[src/rtl/phys_free_list.sv]
// Physical-register free list for rename: circular buffer of free IDs with a
// speculative head for allocation and a committed head restored on flush.
module phys_free_list #(
  parameter int NUM_ARCH_REGS = 35,
  parameter int NUM_PHYS_REGS = 64,
  localparam int DEPTH = NUM_PHYS_REGS - NUM_ARCH_REGS,
  localparam int PW    = $clog2(NUM_PHYS_REGS),
  localparam int CW    = $clog2(DEPTH + 1)
) (
  input  logic          i_clk,
  input  logic          i_rst_n,
  input  logic          i_alloc_req,
  output logic          o_alloc_ok,
  output logic [PW-1:0] o_alloc_preg,
  input  logic          i_retire_alloc,
  input  logic          i_free_valid,
  input  logic [PW-1:0] i_free_preg,
  input  logic          i_flush,
  output logic          o_ready,
  output logic [CW-1:0] o_free_count,
  output logic          o_err
);

  localparam int AW = (DEPTH > 1) ? $clog2(DEPTH) : 1;

  typedef enum logic [1:0] {
    S_INIT    = 2'd0,
    S_RUN     = 2'd1,
    S_RECOVER = 2'd2
  } state_t;

  state_t        r_state;
  state_t        w_state_nxt;
  logic [AW-1:0] r_init_idx;
  logic [AW-1:0] r_spec_head;
  logic [AW-1:0] r_commit_head;
  logic [AW-1:0] r_tail;
  logic [CW-1:0] r_spec_count;
  logic [CW-1:0] r_commit_count;
  logic          r_err;
  logic [PW-1:0] r_mem [0:DEPTH-1];

  logic          w_in_op;
  logic          w_alloc_ok;
  logic          w_alloc_do;
  logic          w_flush_do;
  logic          w_retire_bad;
  logic          w_retire_do;
  logic          w_free_range_bad;
  logic          w_free_full;
  logic          w_free_do;
  logic          w_free_drop;
  logic          w_init_last;
  logic [AW-1:0] w_commit_head_nxt;
  logic [CW-1:0] w_commit_count_nxt;
  logic [CW-1:0] w_spec_count_adv;

  // Pointer increment with explicit wrap; DEPTH is generally not a power of two.
  function automatic logic [AW-1:0] f_inc(input logic [AW-1:0] p);
    return (p == AW'(DEPTH - 1)) ? '0 : p + AW'(1);
  endfunction

  always_ff @(posedge i_clk or negedge i_rst_n) begin
    if (!i_rst_n) r_state <= S_INIT;
    else          r_state <= w_state_nxt;
  end

  always_comb begin
    w_state_nxt = r_state;
    case (r_state)
      S_INIT:    if (w_init_last) w_state_nxt = S_RUN;
      S_RUN:     if (i_flush)     w_state_nxt = S_RECOVER;
      S_RECOVER: w_state_nxt = S_RUN;
      default:   w_state_nxt = S_INIT;
    endcase
  end

  assign w_in_op     = (r_state != S_INIT);
  assign w_init_last = (r_init_idx == AW'(DEPTH - 1));
  assign w_alloc_ok  = (r_state == S_RUN) && (r_spec_count != '0);
  assign w_alloc_do  = w_alloc_ok && i_alloc_req && !i_flush;
  assign w_flush_do  = (r_state == S_RUN) && i_flush;

  // A retire with nothing outstanding is ignored and flagged.
  assign w_retire_bad = w_in_op && i_retire_alloc && (r_commit_count == r_spec_count);
  assign w_retire_do  = w_in_op && i_retire_alloc && (r_commit_count != r_spec_count);

  // A same-cycle retire vacates the committed-head slot, so the push then fits.
  assign w_free_range_bad = (int'(i_free_preg) >= NUM_PHYS_REGS);
  assign w_free_full      = (r_commit_count == CW'(DEPTH)) && !w_retire_do;
  assign w_free_do        = w_in_op && i_free_valid && !w_free_range_bad && !w_free_full;
  assign w_free_drop      = w_in_op && i_free_valid && (w_free_range_bad || w_free_full);

  assign w_commit_head_nxt  = w_retire_do ? f_inc(r_commit_head) : r_commit_head;
  assign w_commit_count_nxt = r_commit_count + CW'(w_free_do) - CW'(w_retire_do);
  assign w_spec_count_adv   = r_spec_count + CW'(w_free_do) - CW'(w_alloc_do);

  always_ff @(posedge i_clk or negedge i_rst_n) begin
    if (!i_rst_n) begin
      r_init_idx     <= '0;
      r_spec_head    <= '0;
      r_commit_head  <= '0;
      r_tail         <= '0;
      r_spec_count   <= '0;
      r_commit_count <= '0;
      r_err          <= 1'b0;
    end else if (r_state == S_INIT) begin
      r_init_idx <= w_init_last ? '0 : r_init_idx + AW'(1);
      if (w_init_last) begin
        r_spec_head    <= '0;
        r_commit_head  <= '0;
        r_tail         <= '0;
        r_spec_count   <= CW'(DEPTH);
        r_commit_count <= CW'(DEPTH);
      end
    end else begin
      r_commit_head  <= w_commit_head_nxt;
      r_commit_count <= w_commit_count_nxt;
      if (w_free_do) r_tail <= f_inc(r_tail);
      // Flush rewinds the speculative view onto the post-retire committed view.
      if (w_flush_do) begin
        r_spec_head  <= w_commit_head_nxt;
        r_spec_count <= w_commit_count_nxt;
      end else begin
        if (w_alloc_do) r_spec_head <= f_inc(r_spec_head);
        r_spec_count <= w_spec_count_adv;
      end
      if (w_retire_bad || w_free_drop) r_err <= 1'b1;
    end
  end

  // ID storage carries data only and needs no reset; INIT seeds it.
  always_ff @(posedge i_clk) begin
    if (r_state == S_INIT)
      r_mem[r_init_idx] <= PW'(NUM_ARCH_REGS) + PW'(r_init_idx);
    else if (w_free_do)
      r_mem[r_tail] <= i_free_preg;
  end

  assign o_alloc_ok   = w_alloc_ok;
  assign o_alloc_preg = w_alloc_ok ? r_mem[r_spec_head] : '0;
  assign o_ready      = w_in_op;
  assign o_free_count = r_spec_count;
  assign o_err        = r_err;

endmodule
[config.mk]
export PLATFORM = sky130hd
export DESIGN_NAME = phys_free_list
export DESIGN_NICKNAME = d
export VERILOG_FILES = /design/src/rtl/phys_free_list.sv
export SDC_FILE = /design/constraint.sdc
export NUM_CORES = 1
export LEC_CHECK = 0
export BUFFER_PORTS_ARGS = -buffer_cell sky130_fd_sc_hd__clkbuf_2
export CAP_MARGIN = 30
export CORE_MARGIN = 2
export CORE_UTILIZATION = 25
export DETAILED_ROUTE_END_ITERATION = 6
export GPL_TIMING_DRIVEN = 0
export HOLD_SLACK_MARGIN = 0.15
export PLACE_DENSITY = 0.37
export SLEW_MARGIN = 20
export SYNTH_ARGS = -nofsm -noshare
export SYNTH_HDL_FRONTEND = slang
export SYNTH_SLANG_ARGS = --single-unit
[constraint.sdc]
create_clock -name i_clk -period 8.65 [get_ports i_clk]
set_clock_uncertainty 0.1 [all_clocks]
set_input_delay 1.73 -clock i_clk [delete_from_list [all_inputs] [get_ports i_clk]]
set_output_delay 1.73 -clock i_clk [all_outputs]
set_load 0.05 [all_outputs]
==> reports/metrics.yaml <==
setup_path:
  required_ns: 6.82
  cp_slowest_cell: "clkbuf_1"
  reg2reg_slack_ns: 4.64
  worstSetupStartpoint: "r_spec_head[1]$_DFFE_PN0P_"
  cp.arrival_ns: 3.28
  ff2ff_path_depth: 13
  path_cells: "buf_2 -> buf_2 -> clkbuf_1 -> mux4_2 -> mux2i_1 -> o211ai_1 -> clkbuf_2"
  rr_startpoint: "o_free_count[0]$_DFFE_PN0P_"
  slowest_delay_ns: 0.58
  cp-end-kind: "output pin"
  setup.worst_path.start_class: "register"
  reg2reg_to: "o_free_count[4]$_DFFE_PN0P_"
  crit_fanout: 10
  cpMostUsedCell: "buf_2"
  critical_path_class: "reg2out"
timing:
  max_slew_margin: 0.3401
  maxSlewViolCount: 0
  tightestPinTransition_ns: 0.9823
  rsz0062_at_grt: "false"
  hold_viol: 0
  max_freq_mhz: 195.6
  finalSetupTns_ns: 0
  setup_viol: 0
  fin_ws_ns: 3.538
  min_period_ns: 5.112
  finalCritPeriodShare: 0.5909
grt:
  grt_pass1_vias: 6006
  grt-ovfl-total: 0
  grt_pass1_wl_um: 38510
  antenna_found_initial: 0
  track_usage: 0.1317
  grt_max_degree: 34
placement:
  post-dp-hpwl_um: 18220
  gp_congestion: 0.8447
  placed_cell_area_mm2: 0.01068
  portBuffers: 25
  placement.setup.worst_slack_ns: 3.783
route:
  drc: 0
  drt_wl_total_um: 25700
  avgRoutedWirePerCell_um: 20.96
  firstDrtPassIters: 5
  drtIter0Drc: 301
  via_count: 5798
  vias_per_cell: 4.729
  ant_nets: 0
floorplan:
  start_util: 0.2535
  ios: 26
  die_w_um: 199.4
  core_area_mm2: 0.03767
  die_h_um: 199.4
  num_rows: 71
  dieArea_mm2: 0.03977
synthesis:
  postSynthCellCount: 632
  avgSynthCellArea_um2: 15.11
  synth_simple_gate_area_frac: 0.07405
  async_flop_share: 0.1594
  synth_fa_ha_area_frac: 0.03041
  ys.flop_type: "edfxtp_1"
  synth-edff-count: 174
  synth_xor_area_frac: 0.01376
  synthMuxAreaShare: 0.1305
  synth-seq-area-share: 0.6338
  synth_seq_cells: 207
  ys_warn_count: 0
  synth_top_family_by_area: "multiplexers"
  synth_compound_area_frac: 0.08467
  yosysUniqueCellTypes: 64
  post_synth_instance_area_mm2: 0.009547
  syn_nets: 666
pwr:
  power.total_uw: 4430
  p_clk_frac: 0.208
  p_sw_uw: 1777
  swShare: 0.4011
  ir_drop_uv: 231.6
  p_int_uw: 2653
  p_leak_uw: 0.003857
  power_density_mw_per_mm2: 387.8
  power_frac_comb: 0.441
  seq_power_share: 0.351
clock_network:
  path_clk_slew_ns: 0.06
  cts_made_buffers: 24
  cts_setup_buffers: 0
  cts_tree: "yes"
  ctsLongestPathBuffers: 3
  insertion_delay_ns: 0.51
  h-tree-depth: 1
  cts_root_buffer: "clkbuf_16"
  cts_sinks: 207
  hold_buffers: 0
  ctsResizeCount: 0
layout:
  fin_area_mm2: 0.01142
  final_nets: 734
  antenna_cells: 0
  syn_to_final_growth_pct: 19.65
  final_core_util: 0.3032
  drive_above_1_share: 0.2545
hold_path:
  hold_start: "o_err$_DFFE_PN0P_"
  min_path_cells: 2
  hp-class: "reg2reg"
  min_to: "o_err$_DFFE_PN0P_"
job:
  maxCapViolCount: 0
run_status:
  outcome: "finished, final reports clean"
[worst max path at each step]
stage / end / slack (ns) / cells after the start
floorplan: o_alloc_preg[0] / 3.98 / 6
global placement: r_mem[14][4]$_DFFE_PP_ / 2.91 / 5
detailed placement: o_free_count[4]$_DFFE_PN0P_ / 3.78 / 14
CTS: o_alloc_preg[4] / 3.40 / 7
global route: o_alloc_preg[4] / 3.30 / 7
finish: o_alloc_preg[4] / 3.54 / 7
[routing by layer]
metal / up-vias / part of all wire / track usage
li1: 2622 / - / -
met1: 3029 / 0.47 / 0.1859
met2: 121 / 0.48 / 0.2191
met3: 26 / 0.036 / 0.01671
met4: 0 / 0.014 / 0.02442
met5: - / 0 / 0
[critical path, delay by kind of cell, from the launching register on]
kind,cells,cell delay [ns]
buffers and inverters,4,1.48
AO/OA/AOI/OAI,1,0.18
multiplexers,2,0.73
flip-flops,1,0.36
[sequential cells by signal (all words and copies together), names as in the netlist]
signal          cells
r_state             2
r_mem             174
o_free_count        5
r_tail              5
o_err               1
r_commit_count      5
r_init_idx          5
r_spec_head         5
r_commit_head       5
[cells in the mapped netlist (all sizes together) (2+ instances only)]
| master | count | area [µm²] |
|---|---|---|
| a41oi | 2 | 17.52 |
| and3 | 4 | 25.02 |
| mux2 | 6 | 67.56 |
| o21ai | 19 | 95.09 |
| o32ai | 6 | 52.55 |
| or2 | 2 | 12.51 |
| nand3 | 19 | 95.09 |
| and2 | 2 | 12.51 |
| clkbuf | 13 | 48.80 |
| mux2i | 6 | 60.06 |
| nand2b | 6 | 37.54 |
| nor3b | 2 | 15.01 |
| or3 | 4 | 25.02 |
| nor3 | 6 | 30.03 |
| xnor2 | 8 | 70.07 |
| o41ai | 13 | 113.9 |
| nor2 | 21 | 81.33 |
| fa | 2 | 40.04 |
| a22oi | 5 | 37.54 |
| o21a | 2 | 15.01 |
| edfxtp | 174 | 5225 |
| buf | 24 | 155.1 |
| a21o | 6 | 45.04 |
| xor2 | 7 | 61.31 |
| mux4 | 48 | 1119 |
| nand2 | 66 | 250.2 |
| o31ai | 10 | 75.07 |
| a21oi | 24 | 120.1 |
| o211ai | 12 | 90.09 |
| nor4b | 3 | 47.54 |
| dfrtp | 33 | 825.8 |
| or4 | 2 | 15.01 |
| o221ai | 4 | 35.03 |
| nand3b | 2 | 15.01 |
| ha | 20 | 250.2 |
| nand4 | 2 | 12.51 |
| a31oi | 4 | 25.02 |
| inv | 28 | 105.1 |
[cell families after synthesis]
| family | after synthesis |
|---|---|
| buffers and inverters | 66 |
| adders and majority gates | 22 |
| AOI/OAI and AO/OA | 117 |
| muxes | 60 |
| DFF | 207 |
| xor gates and xnor gates | 15 |
| and+or+nand+nor | 145 |
[area by class of cell]
cell class	count	area, µm²
fill	3781	26240
timing repair buffer	42	294.0
inverter	29	108.9
buffer	37	203.9
multi-input combinational	359	3410
tap	511	639.4
clock inverter	14	82.58
sequential	207	6051
clock buffer	27	633.1
[per-stage QoR]
| step | hold WS, ns | cells |
|---|---|---|
| after floorplan | 0.4177 | 632 |
| after global placement | 0.3723 | 1168 |
| after detailed placement | 0.3706 | 1184 |
| after CTS | 0.3887 | 1225 |
| after global routing | 0.4384 | 1226 |
| final | 0.3889 | 1226 |
[placed cells by master, fill, tap and decap left out, drive strengths merged, types with 3 or more instances in the layout]
cell      count
nand2        66
a21oi        24
edfxtp      174
nor2         21
mux4         48
and3          4
clkbuf       65
o41ai        13
a22oi         5
o21ai        19
ha           20
o211ai       12
nand2b        6
nor3          6
or3           4
nand3        19
buf          41
o31ai        10
a31oi         4
clkinv       10
o32ai         6
xnor2         8
nor4b         3
mux2i         6
inv          28
o221ai        4
xor2          7
a21o          6
mux2          6
clkinvlp      5
dfrtp        33
[power by group through the flow]
stage	logic (µW)	clock network (µW)	registers [µW]
2_1_floorplan	1190	0	1590
3_3_place_gp	1790	0	1590
3_5_place_dp	1990	0	1570
4_1_cts	1990	955	1550
5_1_grt	2140	1000	1570
6_report	1950	924	1550
Power figures use the tool's default switching activity.
